$ cat config.mk
export PLATFORM = sky130hd
export DESIGN_NAME = mux16_arbiter
export DESIGN_NICKNAME = d
export VERILOG_FILES = /design/src/rtl/arb16_pkg.sv /design/src/rtl/rr_pick16.sv /design/src/rtl/mux16_arbiter.sv
export SDC_FILE = /design/constraint.sdc
export NUM_CORES = 1
export LEC_CHECK = 0
export CAP_MARGIN = 20
export CORE_MARGIN = 1
export CORE_UTILIZATION = 46
export DETAILED_ROUTE_END_ITERATION = 10
export PLACE_DENSITY = 0.78
export SKIP_LAST_GASP = 1
export SYNTH_ARGS = -nofsm -noshare
export SYNTH_HDL_FRONTEND = slang
export SYNTH_SLANG_ARGS = --single-unit
$ cat constraint.sdc
create_clock -name clk -period 13.46 [get_ports clk]
set_input_delay 2.019 -clock clk [delete_from_list [all_inputs] [get_ports clk]]
set_output_delay 2.019 -clock clk [all_outputs]
set_load 0.005 [all_outputs]
$ cat src/rtl/arb16_pkg.sv
// arb16_pkg: shared types and constants for the 16-way burst-locking arbiter
package arb16_pkg;
  localparam int NUM_REQ = 16;
  localparam int IDX_W = 4;
  localparam int DEFAULT_IDLE_TIMEOUT = 16;
  typedef enum logic {
    ST_IDLE,
    ST_OWNED
  } arb_state_e;
endpackage

$ cat src/rtl/rr_pick16.sv
// rr_pick16: round-robin picker, first set bit of vec_i at or after start_i (wrapping)
//   vec_i   candidate request vector
//   start_i highest-priority index
//   found_o any bit set
//   idx_o   winning index
module rr_pick16
  import arb16_pkg::*;
(
  input  logic [NUM_REQ-1:0] vec_i,
  input  logic [IDX_W-1:0]   start_i,
  output logic               found_o,
  output logic [IDX_W-1:0]   idx_o
);
  logic [NUM_REQ-1:0] rot;
  logic [IDX_W-1:0]   off;
  // rot[k] is the request k places after start_i; the 4-bit index add wraps 15 -> 0
  always_comb begin
    rot = '0;
    off = '0;
    for (int k = 0; k < NUM_REQ; k++) rot[k] = vec_i[start_i + IDX_W'(k)];
    for (int k = NUM_REQ - 1; k >= 0; k--) if (rot[k]) off = IDX_W'(k);
  end
  assign found_o = |vec_i;
  assign idx_o   = start_i + off;
endmodule

$ cat src/rtl/mux16_arbiter.sv
// mux16_arbiter: round-robin burst-locking owner select for a 16-way mux with idle watchdog
//   clk, rst     clock, synchronous active-high reset
//   req, last    per-requester beat pending / final beat of burst
//   out_ready    downstream accepts the selected beat
//   sel, gnt     owner index and one-hot grant (registered)
//   out_valid    owner's beat valid; ack one-hot accept pulse (combinational)
//   busy         mux owned; timeout_err one-cycle forced-release pulse
module mux16_arbiter
  import arb16_pkg::*;
#(
  parameter int NUM_REQ      = 16,
  parameter int IDLE_TIMEOUT = DEFAULT_IDLE_TIMEOUT
) (
  input  logic               clk,
  input  logic               rst,
  input  logic [NUM_REQ-1:0] req,
  input  logic [NUM_REQ-1:0] last,
  input  logic               out_ready,
  output logic [IDX_W-1:0]   sel,
  output logic [NUM_REQ-1:0] gnt,
  output logic               out_valid,
  output logic [NUM_REQ-1:0] ack,
  output logic               busy,
  output logic               timeout_err
);
  if (NUM_REQ != arb16_pkg::NUM_REQ) begin : g_bad_num_req
    $error("mux16_arbiter: NUM_REQ must be 16");
  end
  if (IDLE_TIMEOUT < 1 || IDLE_TIMEOUT > 255) begin : g_bad_timeout
    $error("mux16_arbiter: IDLE_TIMEOUT must be in 1..255");
  end

  arb_state_e         state_q, state_d;
  logic [IDX_W-1:0]   sel_q, sel_d, ptr_q, ptr_d;
  logic [NUM_REQ-1:0] gnt_q, gnt_d;
  logic               busy_q, busy_d, tmo_q, tmo_d;
  logic [7:0]         cnt_q, cnt_d;
  logic               owned, accept, timed_out, release_w, take, drop, found;
  logic [IDX_W-1:0]   pick_idx;

  // While idle sel_q always equals ptr_q, so sel_q + 1 is the search start in
  // both states and puts a releasing owner at lowest priority.
  rr_pick16 u_pick (
    .vec_i   (req),
    .start_i (sel_q + IDX_W'(1)),
    .found_o (found),
    .idx_o   (pick_idx)
  );

  assign owned     = state_q == ST_OWNED;
  assign out_valid = owned & req[sel_q];
  assign accept    = out_valid & out_ready;
  assign ack       = (accept & ~rst) ? (NUM_REQ'(1) << sel_q) : '0;
  assign timed_out = owned & (cnt_q == 8'(IDLE_TIMEOUT));
  assign release_w = timed_out | (accept & last[sel_q]);
  assign take      = (~owned | release_w) & found;
  assign drop      = release_w & ~found;

  always_comb begin
    state_d = take ? ST_OWNED : (drop ? ST_IDLE : state_q);
    sel_d   = take ? pick_idx : sel_q;
    gnt_d   = take ? (NUM_REQ'(1) << pick_idx) : (drop ? '0 : gnt_q);
    busy_d  = state_d == ST_OWNED;
    ptr_d   = release_w ? sel_q : ptr_q;
    cnt_d   = (~owned | release_w | req[sel_q]) ? 8'd0 : cnt_q + 8'd1;
    // timeout_err is high during exactly the cycle in which the count sits at the limit
    tmo_d   = cnt_d == 8'(IDLE_TIMEOUT);
  end

  always_ff @(posedge clk) begin
    if (rst) begin
      state_q <= ST_IDLE;
      sel_q   <= '1;
      ptr_q   <= '1;
      gnt_q   <= '0;
      busy_q  <= 1'b0;
      cnt_q   <= '0;
      tmo_q   <= 1'b0;
    end else begin
      state_q <= state_d;
      sel_q   <= sel_d;
      ptr_q   <= ptr_d;
      gnt_q   <= gnt_d;
      busy_q  <= busy_d;
      cnt_q   <= cnt_d;
      tmo_q   <= tmo_d;
    end
  end

  assign sel         = sel_q;
  assign gnt         = gnt_q;
  assign busy        = busy_q;
  assign timeout_err = tmo_q;
endmodule

==> impl_results.md, run 1 <==
* Root Driver: clkbuf_8
* Mapped Cells at 330
* Outcome: finished clean
* Clock sink count at 30
* Tot GR Track Use at 22.0%
* Die H at 82.9 um
* H-tree levels at 2
* Async set or reset register ratio after synthesis at 0%
* Met1 GRT Util at 25.9%
* Synth-to-layout area growth at 29.0%
* Crit path buf inv count at 2
* CP max stage cell: mux4_2
* Ys Warns at 0
* Post-CTS sizing at 0
* Layout cells sized above 1 at 10.9%
* Top cells by area, synth: dfxtp_1, mux4_2, mux2i_1
* Port-buffer cells at 73
* Cell family with most CP delay: multiplexers
* Initial DRC Count at 109
* Remaining Overflow, GRT at 0
* Synth top area share at 19.9%
* Diode count at 0
* DRC at 0
* Ports at 74
* Max-slew violation count at 0
* Hold Vio Cnt, Final at 0
* Min cycle time layout at 6.76 ns
* Worst slew pin tran at 1.02 ns
* Number of buffers created by CTS at 5
* Syn Area/Cell at 9.13 um^2
* Final net count at 443
* EDFF count, synth at 0
* CP Cell Sequence: clkdlybuf4s50_1 -> mux4_2 -> mux4_2 -> and2_1 -> nand2_1 -> nor2_1 -> and2_1 -> and3_1 -> clkdlybuf4s50_1
* Full die area at 6870 um^2
* Fmax at 148 MHz
* # Max-Cap Violations at 0
* Post-Route WL at 7440 um
* Crit. End Element: output port
* Rel. slew slack at 32.0%
* Critical Path Start Type: input pin
* CTS tree: built
* Vias in the first global route at 2,737
* Yosys reg bits at 30
* Die W at 82.9 um
* Final setup vio count at 0
* Avg WL per Cell at 15.7 um
* Met2 Use GR at 39.0%
* First-pass iteration count of the detailed router at 4
* First-pass GRT wire length at 12,400 um
* Crit path max fanout at 6
* Final period util at 50.2%
* CTS Hold Bufs at 0
* Leading area contributor after synthesis: dfxtp_1
* Worst stage delay on the critical path at 0.53 ns
* Clk_skew at 0.00221 ns
* Setup Total Neg Slack at 0 ns
* Clock Tree Buf Depth at 2
* Starting Density at 47.4%
* Core area at 6350 um^2
* Skew-Pair Late Insertion Delay at 0.28 ns
* HPWL after detailed placement at 5980 um
* Synth Flop Type: dfxtp_1
* Crit Path Class: in -> out
* Sequential share of the synthesized area at 19.9%
* Vias at 2,763
* Distinct cell type count after synthesis at 51
* RSZ-0062 raised after global routing: no
* Largest net degree at the start of global routing at 37
* Vias per cell at 5.84
* Std-Cell Rows at 29
* Post-Syn Nets at 377
* Top Usage Layer GRT: met2
* CP arrival at 4.74 ns
* Post-CTS Setup Inserts at 0
* RePlAce Congestion at 0.841
* Min-delay worst type: reg -> reg
* Met3 GRT Util at 2.78%
* Worst-path clk slew at 0.06 ns
* Netlist Area Pre-Place at 3010 um^2
* Post-route ant nets at 0
* Antenna violations before repair at 0
* CP required at 11.44 ns
worst register-to-register path: cells and delay by family (launching register included):
| kind | cells | cell delay (ns) |
|---|---|---|
| adders and majority gates | 3 | 1.67 |
| AOI/OAI and AO/OA | 4 | 0.64 |
| xor gates and xnor gates | 3 | 0.62 |
| muxes | 2 | 0.94 |
| DFF | 1 | 0.31 |
| and+or+nand+nor | 5 | 0.99 |
| buffers and inverters | 3 | 0.83 |
layer usage:
layer	part of all wire, %	up-vias
met2	50	98
met1	42	1289
met4	3.5	0
li1	-	1352
met5	0	-
met3	4.1	24
cells by family (layout without fill, tap and decap cells):
| logic type | count (synthesis) | after routing | share of synthesized area [%] |
|---|---|---|---|
| buf+inv | 36 | 102 | 5.19 |
| simple gates | 115 | 115 | 19.6 |
| mux | 58 | 58 | 29.0 |
| flops | 30 | 30 | 19.9 |
| compound gates | 58 | 58 | 14.3 |
| xor+xnor | 21 | 21 | 6.73 |
| fa+ha+maj | 12 | 12 | 5.23 |
layout make-up:
type / count / area (um^2)
multi-input combinational: 264 / 2250
sequential: 30 / 601
inverter: 20 / 75.1
tap: 77 / 96.3
timing repair buffer: 75 / 746
clock inverter: 1 / 30.0
clock buffer: 6 / 82.6
fill: 560 / 2460
registers in the layout, summed over array words and instances, names as in the netlist:
| register | count |
|---|---|
| timeout_err | 1 |
| gnt | 16 |
| cnt_q | 8 |
| busy | 1 |
| sel | 4 |
path summary, 6_finish.rpt:
| check | end | start | cells past startpoint | slack (ns) |
|---|---|---|---|---|
| worst max-delay path | ack[13] | req[15] | 9 | 6.70 |
| worst min-delay path | gnt[7] | gnt[7] | 1 | 0.48 |
| worst max register to register | gnt[1] | sel[0] | 20 | 7.40 |
| worst min register to register | gnt[7] | gnt[7] | 1 | 0.48 |
per-stage QoR:
| step | area, um^2 | util (%) | setup slack (ns) | hold slack (ns) | cells |
|---|---|---|---|---|---|
| 6_report | 3880 | 61.2 | 6.70 | 0.477 | 473 |
| 5_1_grt | 3880 | 61.2 | 6.58 | 0.495 | 473 |
| 4_1_cts | 3880 | 61.2 | 6.70 | 0.481 | 473 |
| 3_5_place_dp | 3770 | 59.4 | 6.71 | 0.466 | 466 |
| 3_3_place_gp | 3770 | 59.4 | 6.78 | 0.459 | 466 |
| 2_1_floorplan | 3010 | - | 7.81 | 0.442 | 330 |
synthesized netlist by cell type (5+ instances only):
library cell / instances
and3_1: 14
buf_2: 8
xnor2_1: 12
ha_1: 11
mux4_2: 23
o21ai_0: 8
mux2i_1: 31
a21oi_1: 12
nand3_1: 9
and2_1: 9
nor2b_1: 6
nand2_1: 27
xor2_1: 8
dfxtp_1: 30
a22o_1: 12
clkbuf_1: 5
nor2_1: 28
inv_1: 20
placed cells by master, fill, tap and decap left out, drive strengths merged, types with 2 or more instances in the layout:
master / synthesis / final
buf: 11 / 2
nor3: 5 / 5
a21oi: 12 / 12
nand2: 27 / 27
o211ai: 2 / 2
ha: 11 / 11
a31oi: 3 / 3
xor2: 9 / 9
inv: 20 / 20
and4: 2 / 2
xnor2: 12 / 12
o31ai: 2 / 2
nor4: 4 / 4
clkbuf: 5 / 6
and2: 9 / 9
a22o: 12 / 12
a32o: 4 / 4
nand3: 10 / 10
mux4: 23 / 23
clkdlybuf4s50: 0 / 73
nor2b: 6 / 6
o21a: 4 / 4
nor2: 28 / 28
nand2b: 4 / 4
o21bai: 2 / 2
mux2: 4 / 4
and3: 14 / 14
mux2i: 31 / 31
dfxtp: 30 / 30
o21ai: 8 / 8
Power of run 1 is left out: the tool's default activity adds up to more than one toggle a clock period on the data nets, which glitch-free logic cannot reach.
==> run 2: changes to the inputs <==
--- a/config.mk
+++ b/config.mk
@@ -9,7 +9,7 @@
 export CORE_MARGIN = 1
 export CORE_UTILIZATION = 46
 export DETAILED_ROUTE_END_ITERATION = 10
-export PLACE_DENSITY = 0.78
+export PLACE_DENSITY = 0.81
 export SKIP_LAST_GASP = 1
 export SYNTH_ARGS = -nofsm -noshare
 export SYNTH_HDL_FRONTEND = slang
==> constraint.sdc (replaced) <==
create_clock -name clk -period 5.45 [get_ports clk]
set_input_delay 0.8175 -clock clk [delete_from_list [all_inputs] [get_ports clk]]
set_output_delay 0.8175 -clock clk [all_outputs]
set_load 0.005 [all_outputs]
==> impl_results.md, run 2 (synthesis gave the netlist of run 1 again) <==
* Layout cells sized above 1 at 12.0% (+1.1 points)
* Port-buffer cells at 73 (unchanged)
* Die H at 82.9 um (unchanged)
* Post-CTS Setup Inserts at 0 (unchanged)
* Max reg flops at 16 (unchanged)
* Final net count at 447 (+0.90%)
* Reg2Reg Launch Point: sel[0]
* Core area at 6350 um^2 (unchanged)
* Full die area at 6870 um^2 (unchanged)
* # Max-Cap Violations at 0 (unchanged)
* Crit. End Element: register
* Design area at 3910 um^2 (+0.68%)
* Antenna violations before repair at 0 (unchanged)
* Vias at 2,843 (+2.9%)
* Worst stage delay on the critical path at 0.58 ns (+0.05 ns)
* Largest net degree at the start of global routing at 33 (-11%)
* Top cell by count, worst path: ha_1
* Tot GR Track Use at 23.3% (+1.3 points)
* Final Util at 61.6% (+0.41 points)
* CP required at 5.68 ns (-5.76 ns)
* Worst setup margin at 0.606 ns (-6.10 ns)
* Reg2Reg Setup Slack at 0.61 ns (-6.79 ns)
* HPWL after detailed placement at 6310 um (+5.4%)
* Crit path buf inv count at 0 (-2)
* Post-route ant nets at 0 (unchanged)
* Clk_skew at 0.00421 ns (+0.00200 ns)
* Post-CTS sizing at 0 (unchanged)
* Post-Route WL at 7660 um (+2.9%)
* Rel. slew slack at 50.1% (+18 points)
* H-tree levels at 2 (unchanged)
* Final setup vio count at 0 (unchanged)
* Root Driver: clkbuf_8
* Diode count at 0 (unchanged)
* Remaining Overflow, GRT at 0 (unchanged)
* Vias in the first global route at 2,792 (+2.0%)
* CTS Hold Bufs at 0 (unchanged)
* Starting Density at 47.4% (unchanged)
* RR Endpoint: gnt[5]
* Cell family with most CP delay: compound AO/OA/AOI/OAI gates
* Worst slew pin tran at 0.747 ns (-0.273 ns)
* RePlAce Congestion at 0.950 (+13%)
* Leading cell types in the layout, fill and taps excluded: clkdlybuf4s50_1, mux2i_1, dfxtp_1
* Die W at 82.9 um (unchanged)
* CP Cell Sequence: ha_1 -> ha_1 -> nand2b_1 -> o221a_2 -> xnor2_1 -> mux4_2 -> nor2_1 -> nand2_1 -> o211ai_1 -> and2_1 -> ha_1 -> a21o_1 -> a21oi_1 -> xor2_1 -> nand2_1 -> mux2i_1 -> a32o_1
* Hold_sp: gnt[5]
* Min-Delay Endpoint: gnt[5]
* Std-Cell Rows at 29 (unchanged)
* CTS tree: built
* Critical Path Start Type: register
* Min-delay worst type: reg -> reg
* CP arrival at 5.07 ns (+0.33 ns)
* Skew-Pair Late Insertion Delay at 0.28 ns (about the same)
* Vias per cell at 5.95 (+1.8%)
* First-pass iteration count of the detailed router at 5 (+1)
* Max-slew violation count at 0 (unchanged)
* Worst-path clk slew at 0.07 ns (about the same)
* Worst Hold Depth at 1 (unchanged)
* Final period util at 88.9%
* Initial DRC Count at 108 (-0.92%)
* Most common cell after layout, fill and taps aside: clkdlybuf4s50_1
* Placement Cell Area at 3800 um^2 (+0.80%)
* Min cycle time layout at 4.84 ns
* Fmax at 206 MHz
* Outcome: finished clean
* Clock Tree Buf Depth at 2 (unchanged)
* Crit path max fanout at 11 (+5)
* Crit Path Class: reg -> reg
* Synth-to-layout area growth at 29.9%
* Setup Total Neg Slack at 0 ns (unchanged)
* RSZ-0062 raised after global routing: no
* Ports at 74 (unchanged)
* DRC at 0 (unchanged)
* Avg WL per Cell at 16.0 um (+1.9%)
* Number of buffers created by CTS at 5 (unchanged)
* CP max stage cell: mux4_2
* First-pass GRT wire length at 13,100 um (+5.3%)
* Hold Vio Cnt, Final at 0 (unchanged)
* Worst reg2reg path depth at 17 (-15%)
* Place WS at 0.617 ns (-6.09 ns)
* Clock sink count at 30 (unchanged)
[run 2: changes by cell type in the layout (fill, tap and decap cells not counted)]
cell	previous run	this run
clkinv_2	0	2
clkbuf_8	6	5
buf_4	2	6
[run 2: layer usage]
layer / GRT usage (%) / wire length [um]
met1: 28.2 / 3200
met2: 42.4 / 3900
met3: 2.98 / 363
met4: 7.84 / 194
met5: 0 / 0
[run 2: how the worst max path moves through the flow]
stage | start | end | depth (start not counted)
after floorplan | sel[0] | gnt[1] | 21
after global placement | sel[0] | gnt[1] | 17
after detailed placement | sel[0] | gnt[9] | 17
after CTS | sel[0] | gnt[9] | 17
after global routing | sel[0] | gnt[1] | 19
final | sel[0] | gnt[5] | 17
[run 2: worst register-to-register path, stage by stage (launching register included)]
cell and delay [ns]:
dfxtp_1 0.35, ha_1 0.28, ha_1 0.52, nand2b_1 0.23, o221a_2 0.33, xnor2_1 0.26, mux4_2 0.58, nor2_1 0.27
nand2_1 0.08, o211ai_1 0.19, and2_1 0.15, ha_1 0.22, a21o_1 0.18, a21oi_1 0.24, xor2_1 0.27, nand2_1 0.12
mux2i_1 0.31, a32o_1 0.21
[run 2: metrics by stage]
step           cells  hold slack [ns]
2_1_floorplan    330            0.442
3_3_place_gp     470            0.456
3_5_place_dp     470            0.453
4_1_cts          478            0.481
5_1_grt          478            0.493
6_report         478            0.473
[run 2: final cells by class]
| type | count | area, um^2 |
|---|---|---|
| repair buffers | 79 | 776 |
| flip-flops and latches | 30 | 601 |
| multi-input cells | 264 | 2250 |
| fillers | 536 | 2440 |
| clock inverters | 3 | 40.0 |
| clock buffers | 5 | 68.8 |
| well taps | 77 | 96.3 |
| inverters | 20 | 75.1 |
Power of run 2 is left out for the same reason.
